$ cat src/rtl/switch_pkg.sv
// Shared switch-fabric definitions: port count, address/data widths, arbiter state type.
// Used by the VOQ arbiters and the scheduler-side blocks.
package switch_pkg;

  localparam int NPORTS = 4;
  localparam int ADDR_W = 12;
  localparam int DATA_W = 32;
  localparam int GNT_W  = 2;

  typedef enum logic [1:0] {
    IDLE  = 2'd0,
    READ  = 2'd1,
    WAIT  = 2'd2,
    WRITE = 2'd3
  } arb_state_t;

  function automatic logic [NPORTS-1:0] onehot(input logic [GNT_W-1:0] idx);
    return {{(NPORTS-1){1'b0}}, 1'b1} << idx;
  endfunction

endpackage

$ cat src/rtl/voq_arbiter_if.sv
// Bundle between one output-port arbiter, its four VOQ RAMs and its output RAM.
// The master side is the arbiter; the slave side is the RAMs plus control.
interface voq_arbiter_if import switch_pkg::*; ();

  logic                           enable;
  logic                           flush;
  logic [NPORTS-1:0][ADDR_W-1:0]  voq_wr_add;
  logic [NPORTS-1:0][ADDR_W-1:0]  voq_rd_add;
  logic [NPORTS-1:0]              voq_rden;
  logic [NPORTS-1:0][DATA_W-1:0]  voq_q;
  logic                           out_wren;
  logic [ADDR_W-1:0]              out_wr_add;
  logic [DATA_W-1:0]              out_wr_data;
  logic [ADDR_W-1:0]              out_rd_add;
  logic [DATA_W-1:0]              fwd_count;
  logic [GNT_W-1:0]               last_grant;
  logic [GNT_W-1:0]               port_tag;

  modport master (
    input  enable, flush, voq_wr_add, voq_q, out_rd_add,
    output voq_rd_add, voq_rden, out_wren, out_wr_add, out_wr_data,
           fwd_count, last_grant, port_tag
  );

  modport slave (
    output enable, flush, voq_wr_add, voq_q, out_rd_add,
    input  voq_rd_add, voq_rden, out_wren, out_wr_add, out_wr_data,
           fwd_count, last_grant, port_tag
  );

endinterface

$ cat src/rtl/voq_arbiter_rr_pick.sv
// Combinational round-robin picker: first requester above 'last', wrapping mod NPORTS.
module rr_pick import switch_pkg::*; (
  input  logic [NPORTS-1:0] req,
  input  logic [GNT_W-1:0]  last,
  output logic [GNT_W-1:0]  gnt,
  output logic              any
);

  logic [GNT_W-1:0] idx_s;
  logic             hit_s;

  // Walk last+1 .. last+NPORTS; the final step revisits 'last' itself.
  always_comb begin
    gnt   = last;
    any   = 1'b0;
    idx_s = last;
    hit_s = 1'b0;
    for (int k = 1; k <= NPORTS; k++) begin
      idx_s = last + GNT_W'(k);
      hit_s = !any && req[idx_s];
      gnt   = hit_s ? idx_s : gnt;
      any   = any | hit_s;
    end
  end

endmodule

$ cat src/rtl/voq_arbiter.sv
// Output-port arbiter: moves one word per 4 cycles from the round-robin selected VOQ
// into the output RAM, tracking per-VOQ read pointers and the output write pointer.
module voq_arbiter import switch_pkg::*; #(
  parameter int OUT_PORT = 0
) (
  input  logic          clk,
  input  logic          reset,
  voq_arbiter_if.master bus
);

  arb_state_t                    state_r, state_s;
  logic [NPORTS-1:0][ADDR_W-1:0] rd_ptr_r;
  logic [ADDR_W-1:0]             out_ptr_r;
  logic [DATA_W-1:0]             data_r;
  logic [DATA_W-1:0]             fwd_r;
  logic [GNT_W-1:0]              last_r;
  logic [GNT_W-1:0]              gnt_r;
  logic [GNT_W-1:0]              pick_s;
  logic [NPORTS-1:0]             req_s;
  logic [NPORTS-1:0]             rden_r;
  logic                          wren_r;
  logic                          any_s;
  logic                          full_s;
  logic                          start_s;
  logic                          capture_s;
  logic                          commit_s;

  // Occupancy: a VOQ is non-empty when its producer pointer is ahead of ours.
  always_comb begin
    req_s = '0;
    for (int i = 0; i < NPORTS; i++) begin
      req_s[i] = bus.voq_wr_add[i] != rd_ptr_r[i];
    end
    full_s = (out_ptr_r + ADDR_W'(1)) == bus.out_rd_add;
  end

  rr_pick u_pick (
    .req  (req_s),
    .last (last_r),
    .gnt  (pick_s),
    .any  (any_s)
  );

  // State register.
  always_ff @(posedge clk or posedge reset) begin
    if (reset) begin
      state_r <= IDLE;
    end else begin
      state_r <= state_s;
    end
  end

  // Next state and per-phase control strobes; flush overrides everything.
  always_comb begin
    state_s   = state_r;
    start_s   = 1'b0;
    capture_s = 1'b0;
    commit_s  = 1'b0;
    if (bus.flush) begin
      state_s = IDLE;
    end else begin
      case (state_r)
        IDLE: begin
          if (bus.enable && !full_s && any_s) begin
            state_s = READ;
            start_s = 1'b1;
          end else begin
            state_s = IDLE;
          end
        end
        READ: begin
          state_s = WAIT;
        end
        WAIT: begin
          state_s   = WRITE;
          capture_s = 1'b1;
        end
        WRITE: begin
          state_s  = IDLE;
          commit_s = 1'b1;
        end
        default: begin
          state_s = IDLE;
        end
      endcase
    end
  end

  // Pointers, counters, captured word and registered strobes.
  always_ff @(posedge clk or posedge reset) begin
    if (reset) begin
      rd_ptr_r  <= '0;
      out_ptr_r <= 12'd0;
      data_r    <= 32'd0;
      fwd_r     <= 32'd0;
      last_r    <= 2'd3;
      gnt_r     <= 2'd0;
      rden_r    <= 4'd0;
      wren_r    <= 1'b0;
    end else if (bus.flush) begin
      rd_ptr_r  <= '0;
      out_ptr_r <= 12'd0;
      data_r    <= 32'd0;
      fwd_r     <= 32'd0;
      last_r    <= 2'd3;
      rden_r    <= 4'd0;
      wren_r    <= 1'b0;
    end else begin
      rden_r <= start_s ? onehot(pick_s) : 4'd0;
      wren_r <= capture_s;
      if (start_s) begin
        gnt_r <= pick_s;
      end
      if (capture_s) begin
        data_r <= bus.voq_q[gnt_r];
      end
      if (commit_s) begin
        rd_ptr_r[gnt_r] <= rd_ptr_r[gnt_r] + ADDR_W'(1);
        out_ptr_r       <= out_ptr_r + ADDR_W'(1);
        fwd_r           <= fwd_r + DATA_W'(1);
        last_r          <= gnt_r;
      end
    end
  end

  assign bus.voq_rd_add  = rd_ptr_r;
  assign bus.voq_rden    = rden_r;
  assign bus.out_wren    = wren_r;
  assign bus.out_wr_add  = out_ptr_r;
  assign bus.out_wr_data = data_r;
  assign bus.fwd_count   = fwd_r;
  assign bus.last_grant  = last_r;
  assign bus.port_tag    = GNT_W'(OUT_PORT);

endmodule

$ cat src/flat_wrapper.sv
// flat-port wrapper written by rule: the top's interface ports become plain ports
module voq_arbiter_flat import switch_pkg::*;
#(
  parameter int OUT_PORT = 0
)
  (clk, reset, bus_enable, bus_flush, bus_voq_wr_add, bus_voq_q, bus_out_rd_add, bus_voq_rd_add, bus_voq_rden, bus_out_wren, bus_out_wr_add, bus_out_wr_data, bus_fwd_count, bus_last_grant, bus_port_tag);
  voq_arbiter_if bus_i ();
  input  logic clk;
  input  logic reset;
  input wire logic [$bits(bus_i.enable)-1:0] bus_enable;
  input wire logic [$bits(bus_i.flush)-1:0] bus_flush;
  input wire logic [$bits(bus_i.voq_wr_add)-1:0] bus_voq_wr_add;
  input wire logic [$bits(bus_i.voq_q)-1:0] bus_voq_q;
  input wire logic [$bits(bus_i.out_rd_add)-1:0] bus_out_rd_add;
  output wire logic [$bits(bus_i.voq_rd_add)-1:0] bus_voq_rd_add;
  output wire logic [$bits(bus_i.voq_rden)-1:0] bus_voq_rden;
  output wire logic [$bits(bus_i.out_wren)-1:0] bus_out_wren;
  output wire logic [$bits(bus_i.out_wr_add)-1:0] bus_out_wr_add;
  output wire logic [$bits(bus_i.out_wr_data)-1:0] bus_out_wr_data;
  output wire logic [$bits(bus_i.fwd_count)-1:0] bus_fwd_count;
  output wire logic [$bits(bus_i.last_grant)-1:0] bus_last_grant;
  output wire logic [$bits(bus_i.port_tag)-1:0] bus_port_tag;
  assign bus_i.enable = bus_enable;
  assign bus_i.flush = bus_flush;
  assign bus_i.voq_wr_add = bus_voq_wr_add;
  assign bus_i.voq_q = bus_voq_q;
  assign bus_i.out_rd_add = bus_out_rd_add;
  assign bus_voq_rd_add = bus_i.voq_rd_add;
  assign bus_voq_rden = bus_i.voq_rden;
  assign bus_out_wren = bus_i.out_wren;
  assign bus_out_wr_add = bus_i.out_wr_add;
  assign bus_out_wr_data = bus_i.out_wr_data;
  assign bus_fwd_count = bus_i.fwd_count;
  assign bus_last_grant = bus_i.last_grant;
  assign bus_port_tag = bus_i.port_tag;
  voq_arbiter #(.OUT_PORT(OUT_PORT)) u_core (.clk(clk), .reset(reset), .bus(bus_i));
endmodule
$ cat config.mk
export PLATFORM = sky130hd
export DESIGN_NAME = voq_arbiter_flat
export DESIGN_NICKNAME = d
export VERILOG_FILES = /design/src/rtl/switch_pkg.sv /design/src/rtl/voq_arbiter_if.sv /design/src/rtl/voq_arbiter_rr_pick.sv /design/src/rtl/voq_arbiter.sv /design/src/flat_wrapper.sv
export SDC_FILE = /design/constraint.sdc
export NUM_CORES = 1
export LEC_CHECK = 0
export BUFFER_PORTS_ARGS = -buffer_cell sky130_fd_sc_hd__buf_2
export CAP_MARGIN = 20
export CORE_MARGIN = 1.5
export CORE_UTILIZATION = 50
export CTS_CLUSTER_DIAMETER = 50
export DETAILED_ROUTE_END_ITERATION = 8
export GPL_ROUTABILITY_DRIVEN = 0
export PLACE_DENSITY_LB_ADDON = 0.12
export SLEW_MARGIN = 20
export SYNTH_ARGS = -nofsm -noshare
export SYNTH_HDL_FRONTEND = slang
export SYNTH_SLANG_ARGS = --single-unit
export TNS_END_PERCENT = 1
$ cat constraint.sdc
create_clock -name clk -period 10.5 [get_ports clk]
set_clock_uncertainty 0.2 [all_clocks]
set_input_delay 2.1 -clock clk [delete_from_list [all_inputs] [get_ports clk]]
set_output_delay 2.1 -clock clk [all_outputs]
set_load 0.005 [all_outputs]
[Word-level counts from Yosys, hierarchy flattened]
Index checks and enable logic that the tools add are counted.
Widths: inputs -> output; s select.
Cells by class
  add/subtract/negate cells: 6
  magnitude comparators: 6
  equal/unequal tests: 8
  shift operators: 1
  multiplexer cells: 42
  bitwise operators: 4
  reductions and logical operators: 14
Operator list (number)
  $mux 32: 5
  $mux 48: 2
  $bmux 32 s2: 1
  $bwmux 48: 1
  $mux 12: 4
  $ne 12x12->1: 4
  $add 32x1->32 const B: 1
  $add 12x1->12 const B: 2
  $bmux 12 s2: 1
  $demux 12 s2: 1
  $lt 2x3->1 const B: 5
  $mux 2: 7
  $mux 1: 13
  $eq 12x12->1: 1
  $bmux 1 s2: 4
  $mux 4: 2
  $pmux 2 s4: 1
  $logic_and 1x1->1: 6
  $add 2x2->2 const B: 2
  $eq 2x2->1 const B: 2
  $logic_not 1->1: 4
  $reduce_bool 2->1: 2
  $shl 1x2->4 const A: 1
  $or 1x1->1: 3
  other kinds (6): 6
Storage, ports and cells
  flip-flop bits (word level): 135
  input bits: 192
  output and inout bits: 133

[Depth between registers and ports, before layout]
Gate-level depths: netlist (run 1).
  depth after elaboration: 18
  gate-level depth with buffers: 9
  mapped depth without buffers: 8

[Hierarchy]
From an unflattened synthesis (run 1), not the netlist that was laid out.
Second synthesis, totals
  cells, all modules: 729
  area, all modules: 7800.0 um^2
By module, submodules not included
  voq_arbiter: instances 1, cells an instance 715, area an instance 7717.4 um^2, seq. area each 3380.7 um^2
  rr_pick: instances 1, cells an instance 14, area an instance 82.6 um^2, seq. area each 0.0 um^2

[Worst setup path before layout (run 1)]
No wires, ideal clock.
  path type: input to register
  start point: input port bus_out_rd_add[2]
  end point: register u_core.gnt_r[1]
  library setup time: 0.125 ns
  arrival time: 3.617 ns
  setup slack: 6.558 ns
  cell stages on the path: 7
  buffers on the path: 0
  cell sequence: xnor2_1 nor2_1 o32ai_1 nand4_1 or4_4 and2_4 mux2_4
On the way
  longest elaborated chain between the ends: 8
Ends and longest elaborated chain
  from (decl): RTL line flat_wrapper.sv:14  | input wire logic [$bits(bus_i.out_rd_add)-1:0] bus_out_rd_add;
  $eq 12x12->1: RTL line voq_arbiter.sv:34  | full_s = (out_ptr_r + ADDR_W'(1)) == bus.out_rd_add;
  $logic_not 1->1: RTL line voq_arbiter.sv:64  | if (bus.enable && !full_s && any_s) begin
  $logic_and 1x1->1 (2 in series): RTL line voq_arbiter.sv:64
  $mux 1: RTL line voq_arbiter.sv:64
  $mux 1: RTL line voq_arbiter.sv:62  | case (state_r)
  $mux 1: RTL line voq_arbiter.sv:59  | if (bus.flush) begin
  $reduce_and 2->1 (no source line)
  to (signal assigned): RTL line voq_arbiter.sv:112  | gnt_r <= pick_s;
  to (decl): RTL line voq_arbiter.sv:17  | logic [GNT_W-1:0] gnt_r;
Every way passes these cells.
A chain may end at the register's enable or synchronous reset.

[Worst setup path after layout (run 1)]
  start point: input port bus_voq_wr_add[47]
  end point: register u_core.gnt_r[0]
On the way
  longest elaborated chain between the ends: 17
  elaborated cells between the ends (all ways): 27
  classes of those cells: eq/ne: 1; mux: 15; bitwise: 3; reduce/logical: 8
Ends and longest elaborated chain
  from (decl): RTL line flat_wrapper.sv:12  | input wire logic [$bits(bus_i.voq_wr_add)-1:0] bus_voq_wr_add;
  $ne 12x12->1 (*): RTL line voq_arbiter.sv:32  | req_s[i] = bus.voq_wr_add[i] != rd_ptr_r[i];
  $bmux 1 s2: RTL line voq_arbiter_rr_pick.sv:20  | hit_s = !any && req[idx_s];
  $mux 1 (not written as such): RTL line voq_arbiter_rr_pick.sv:20
  $logic_not 1->1: RTL line voq_arbiter_rr_pick.sv:20
  $logic_and 1x1->1: RTL line voq_arbiter_rr_pick.sv:20
  $or 1x1->1: RTL line voq_arbiter_rr_pick.sv:22  | any = any | hit_s;
  $logic_not 1->1: RTL line voq_arbiter_rr_pick.sv:20
  $logic_and 1x1->1: RTL line voq_arbiter_rr_pick.sv:20
  $or 1x1->1: RTL line voq_arbiter_rr_pick.sv:22
  $logic_not 1->1: RTL line voq_arbiter_rr_pick.sv:20
  $logic_and 1x1->1: RTL line voq_arbiter_rr_pick.sv:20
  $or 1x1->1: RTL line voq_arbiter_rr_pick.sv:22
  $logic_and 1x1->1: RTL line voq_arbiter.sv:64
  $mux 1: RTL line voq_arbiter.sv:64
  $mux 1: RTL line voq_arbiter.sv:62
  $mux 1: RTL line voq_arbiter.sv:59
  $reduce_and 2->1 (no source line)
Every way passes the cells marked *; elsewhere a longest branch is shown, timed or not. The select of a mux whose other input is x is not followed.

==> results of run 1 <==
sequential cells by signal (all words and copies together), names as in the netlist:
register / flops
u_core.bus.fwd_count: 32
u_core.bus.last_grant: 2
u_core.bus.out_wr_add: 12
u_core.bus.out_wr_data: 32
u_core.bus.out_wren: 1
u_core.bus.voq_rd_add: 48
u_core.bus.voq_rden: 4
u_core.gnt_r: 2
u_core.state_r: 2
routing by layer:
metal | global-route usage | vias to the layer above
met5 | 0 | -
met4 | 0.0846 | 0
met3 | 0.0730 | 36
met2 | 0.456 | 288
met1 | 0.379 | 3381
li1 | - | 3195
cell usage after synthesis (2+ instances only):
cell,count,area share
buf_2,7,0.0045
nand3_1,23,0.015
ha_1,7,0.011
nand2_1,72,0.035
nand3b_1,2,0.0019
a21oi_1,8,0.0051
and2_1,3,0.0024
dfstp_2,2,0.0068
nand2b_1,2,0.0016
o211ai_1,2,0.0019
xor2_2,2,0.0042
buf_1,6,0.0029
nand4_1,25,0.020
nor2_1,87,0.042
o21ai_1,2,0.0013
and3_1,13,0.010
xor2_1,52,0.059
mux2i_1,36,0.046
mux4_2,44,0.13
inv_1,13,0.0063
nor3_1,7,0.0045
clkbuf_1,23,0.011
xnor2_1,59,0.066
a31oi_1,4,0.0032
dfrtp_1,133,0.43
or3_1,8,0.0064
and4_1,3,0.0034
nor4_1,6,0.0048
nor3_2,2,0.0026
buf_4,7,0.0068
o21ai_0,52,0.033
a211oi_1,3,0.0029
nor2b_1,9,0.0072
through the flow:
stage	cell area (sq um)	setup slack [ns]	total power [mW]	hold WS, ns	instances
6_report	10100	6.38	1.39	0.314	1246
5_1_grt	10100	6.33	1.44	0.330	1246
4_1_cts	10100	6.47	1.40	0.318	1245
3_5_place_dp	9510	6.04	0.791	0.305	1213
3_3_place_gp	9510	6.06	0.787	0.296	1213
2_1_floorplan	7790	4.59	0.708	0.311	739
tightest hold or removal path, cell delays in order (launching register included):
cell     delay (ns)
dfrtp_1        0.34
mux2i_1        0.06
nor2_1         0.08
power breakdown:
part           internal, mW  switching [mW]  total, mW  leakage [nW]
Clock                 0.381           0.230      0.610         0.287
Sequential            0.535          0.0353      0.570          1.87
Combinational         0.122          0.0886      0.211          2.75
Total                  1.04           0.354       1.39          4.90
cells by family (layout without fill, tap and decap cells):
family | after synthesis | in the layout | share of synthesized area
AO/OA/AOI/OAI | 74 | 74 | 0.0508
XOR/XNOR | 114 | 114 | 0.131
adder cells (fa/ha/maj) | 7 | 7 | 0.0112
buffers and inverters | 57 | 376 | 0.0321
flip-flops | 135 | 135 | 0.434
multiplexers | 82 | 82 | 0.177
other | 1 | 2 | 0.000482
AND/OR/NAND/NOR | 268 | 268 | 0.163
layout make-up:
| class | count | area (sq um) |
|---|---|---|
| Clock buffer | 22 | 494 |
| Clock inverter | 10 | 116 |
| Fill cell | 1289 | 5060 |
| Inverter | 13 | 53.8 |
| Multi-Input combinational cell | 547 | 4160 |
| Sequential cell | 135 | 3390 |
| Tap cell | 188 | 235 |
| Timing Repair Buffer | 331 | 1700 |
worst paths after layout:
check,to,cells past startpoint,from
min,u_core.bus.out_wr_data[20]$_DFFE_PP0P_,2,u_core.bus.out_wr_data[20]$_DFFE_PP0P_
max,u_core.gnt_r[0]$_DFFE_PP0P_,8,bus_voq_wr_add[47]
max in group asynchronous,u_core.bus.out_wr_data[23]$_DFFE_PP0P_,3,reset
max reg2reg,u_core.bus.voq_rd_add[45]$_DFFE_PP0P_,7,u_core.gnt_r[0]$_DFFE_PP0P_
min reg2reg,u_core.bus.out_wr_data[20]$_DFFE_PP0P_,2,u_core.bus.out_wr_data[20]$_DFFE_PP0P_
min in group asynchronous,u_core.bus.voq_rd_add[41]$_DFFE_PP0P_,2,reset
==> qor.yml, run 1 <==
global_route:
  grt_pass1_vias: 6563
  grt_pass1_wl_microns: 35400
  grt_use_total: 0.283
  antenna_found_initial: 0
  gr-total-overflow: 0
  grt_max_degree: 74
final_layout:
  layout_common_cells: "buf_2, dfrtp_1, nor2_1"
  nets: 1244
  layout_commonest_cell: "buf_2"
  fin_util: 0.667
  drive_gt1_frac: 0.402
  n_antenna_cell: 0
  syn_to_final_growth_pct: 30.3
critical_path:
  cp-end-kind: "flop"
  worst_setup_path_start_kind: "input port"
  path_max_fanout: 4
  cp.required_ns: 10.61
  slowest_stage: "nor4_1"
  max_stage_delay_ns: 0.67
  cp_cell_sequence: "buf_2 > xor2_1 > nor4_1 > and3_1 > mux2_2 > o211ai_1 > or3b_2 > o21a_1"
  arrival_ns: 4.23
  r2r_slack_ns: 7.31
  critPathBufInv: 1
  path_class: "input port to flop"
  crit_family: "simple AND/OR/NAND/NOR gates"
routing:
  vias_per_cell: 5.54
  vias: 6900
  route.met2.wl_microns: 11400
  met1_length_microns: 9690
  firstDrtPassIters: 4
  ant_nets: 0
  route.detailed.drc: 0
  wl_per_cell_microns: 18.7
  routed_wl_microns: 23300
  wl_met3_microns: 1760
  highest_layer: "met4"
  drt_iter0_drc: 357
floorplan:
  die_x_microns: 128
  core_sq_um: 15200
  ios: 325
  rows: 45
  fp.dieH_microns: 128
  initial_utilization: 0.512
  die_area_sq_um: 16300
power_and_ir_drop:
  p_per_area_nw_per_um2: 137
  total_leakage_power_nw: 4.90
  vdd_drop_max_v: 0.000105
yosys:
  syn_avg_cell_area_sq_um: 10.5
  netlist_area_sq_um: 7780
  ys_async_sr_fraction: 1.00
  synthDistinctLibCells: 47
  yosysSeqAreaShare: 0.434
  ys_ff_latch: 135
  synth_edf_count: 0
  synth_ff_type: "dfrtp_1"
  netlist_instances: 738
  ys_warn_count: 0
clocking:
  htree_levels: 4
  numCtsBuffers: 17
  cts-resized-gates: 0
  cts.sinks: 135
  path_clk_slew_ns: 0.06
  root_buffer: "clkbuf_16"
  cts_setup_buffers: 0
  clockBufferDepth: 2
  cts_tree: "yes"
  postCtsHoldBufs: 0
  insertion_delay_ns: 0.42
timing:
  final_max_slew_viol_count: 0
  fin_crit_ns: 4.12
  finalSetupViolCount: 0
  fin_crit_sh: 0.392
  rsz0062_at_grt: "no"
  max_freq_ghz: 0.243
  fin_tns_setup_ns: 0
  hold_violations: 0
  worstMarginPinSlew_ns: 0.969
  relSlewSlack: 0.354
place:
  port_buffers: 322
  dpl.hpwl_microns: 17000
worst_hold_path:
  hp-class: "flop to flop"
status:
  status: "finished, final reports clean"
run:
  drv_cap: 0
Power figures use the tool's default switching activity.
==> run 2: changes to the inputs <==
--- a/config.mk
+++ b/config.mk
@@ -8,7 +8,7 @@
 export BUFFER_PORTS_ARGS = -buffer_cell sky130_fd_sc_hd__buf_2
 export CAP_MARGIN = 20
 export CORE_MARGIN = 1.5
-export CORE_UTILIZATION = 50
+export CORE_UTILIZATION = 44
 export CTS_CLUSTER_DIAMETER = 50
 export DETAILED_ROUTE_END_ITERATION = 8
 export GPL_ROUTABILITY_DRIVEN = 0
==> constraint.sdc (replaced) <==
create_clock -name clk -period 3.6 [get_ports clk]
set_clock_uncertainty 0.2 [all_clocks]
set_input_delay 0.72 -clock clk [delete_from_list [all_inputs] [get_ports clk]]
set_output_delay 0.72 -clock clk [all_outputs]
set_load 0.005 [all_outputs]
==> qor.yml, run 2 (synthesized netlist as in run 1, its figures left out) <==
status:
  status: "finished, final reports clean"
critical_path:
  path_class: "flop to flop"
  startpoint: "u_core.bus.out_wr_add[0]$_DFFE_PP0P_"
  cp_cell_sequence: "ha_1 > nand3_1 > nand3b_1 > o22ai_1 > nor2_1 > or4_4 > and2_4 > mux2_4"
  crit_family: "simple AND/OR/NAND/NOR gates"
  cp.required_ns: 3.70
  max_stage_delay_ns: 0.57
  path_max_fanout: 9
  cp-end-kind: "flop"
  r2r_slack_ns: 0.67
  critPathBufInv: 0
  r2r_start: "u_core.bus.out_wr_add[0]$_DFFE_PP0P_"
  arrival_ns: 3.03
  slowest_stage: "or4_4"
  worst_setup_path_start_kind: "flop"
routing:
  vias_per_cell: 5.29
  route.detailed.drc: 0
  firstDrtPassIters: 4
  vias: 6814
  wl_per_cell_microns: 18.0
  drt_iter0_drc: 317
  routed_wl_microns: 23200
  ant_nets: 0
timing:
  hold_violations: 0
  fin_ws_ns: 0.671
  max_freq_ghz: 0.341
  rsz0062_at_grt: "no"
  fin_crit_sh: 0.814
  fin_tns_setup_ns: 0
  final_max_slew_viol_count: 0
  fin_crit_ns: 2.93
  relSlewSlack: 0.556
  worstMarginPinSlew_ns: 0.659
  finalSetupViolCount: 0
final_layout:
  layout_commonest_cell: "buf_2"
  nets: 1249
  syn_to_final_growth_pct: 31.4
  drive_gt1_frac: 0.404
  largest_register_ffs: 48
  final_cells: 1288
  n_antenna_cell: 0
  layout_common_cells: "buf_2, dfrtp_1, nor2_1"
place:
  dp.cells: 1256
  detailedPlace.worstSlack_ns: 0.563
  port_buffers: 322
  dpl.hpwl_microns: 17400
power_and_ir_drop:
  total_leakage_power_nw: 4.93
  p_per_area_nw_per_um2: 400
  total_power_mw: 4.09
  vdd_drop_max_v: 0.000317
  clockPowerShare: 0.441
  internal_power_mw: 3.07
  comb_power_share: 0.167
  p_sw_mw: 1.03
  p_seq_frac: 0.392
  switching_share: 0.251
floorplan:
  initial_utilization: 0.450
  ios: 325
  die_area_sq_um: 18500
  fp.dieH_microns: 136
  die_x_microns: 136
  core_sq_um: 17300
  rows: 48
global_route:
  antenna_found_initial: 0
  grt_pass1_vias: 6451
  met2_usage: 0.410
  grt_use_total: 0.251
  grt_pass1_wl_microns: 35200
  grt_max_degree: 97
  gr-total-overflow: 0
  busiest_layer: "met2"
  use_met3: 0.0570
  grtUsageMet1: 0.338
clocking:
  path_clk_slew_ns: 0.06
  clockBufferDepth: 2
  cts-resized-gates: 0
  insertion_delay_ns: 0.42
  cts_tree: "yes"
  root_buffer: "clkbuf_16"
  postCtsHoldBufs: 0
  htree_levels: 4
  cts_setup_buffers: 0
  numCtsBuffers: 17
  cts.sinks: 135
worst_hold_path:
  hp-class: "input port to asynchronous set/reset pin"
run:
  drv_cap: 0
-- run 2: through the flow --
step | util | cell area, sq um | hold slack [ns]
floorplan | - | 7790 | 0.311
global route | 0.591 | 10200 | 0.295
CTS | 0.591 | 10200 | 0.289
detailed placement | 0.556 | 9610 | 0.303
global placement | 0.556 | 9610 | 0.298
finish | 0.591 | 10200 | 0.265
-- run 2: worst paths after layout --
check | to | cells past startpoint
worst min-delay path | u_core.bus.voq_rd_add[30]$_DFFE_PP0P_ | 3
max in group asynchronous | u_core.gnt_r[0]$_DFFE_PP0P_ | 3
worst min register to register | u_core.bus.out_wr_data[15]$_DFFE_PP0P_ | 2
worst max-delay path | u_core.gnt_r[1]$_DFFE_PP0P_ | 8
min in group clk | u_core.bus.out_wr_data[15]$_DFFE_PP0P_ | 2
worst max register to register | u_core.gnt_r[1]$_DFFE_PP0P_ | 8
-- run 2: power groups by stage --
stage	logic, mW	clock network [mW]	registers [mW]
final	0.682	1.81	1.60
after global placement	0.684	0	1.63
after detailed placement	0.693	0	1.63
after CTS	0.696	1.83	1.60
after floorplan	0.457	0	1.61
after global routing	0.742	1.92	1.61
-- run 2: tightest hold or removal path, cell delays in order --
cell and delay, ns:
buf_2 0.11, clkinvlp_4 0.08, buf_12 0.40
-- run 2: cell type report --
cell class                      instances  area (sq um)
Tap cell                              225           282
Timing Repair Buffer                  336          1730
Clock inverter                         11           146
Inverter                               13          52.6
Sequential cell                       135          3390
Multi-Input combinational cell        547          4160
Fill cell                            1581          7070
Clock buffer                           21           470
-- run 2: layer usage --
| layer | vias up | wire [microns] |
|---|---|---|
| li1 | 3202 | - |
| met1 | 3366 | 10100 |
| met2 | 224 | 11500 |
| met3 | 22 | 1430 |
| met4 | 0 | 262 |
| met5 | - | 0 |
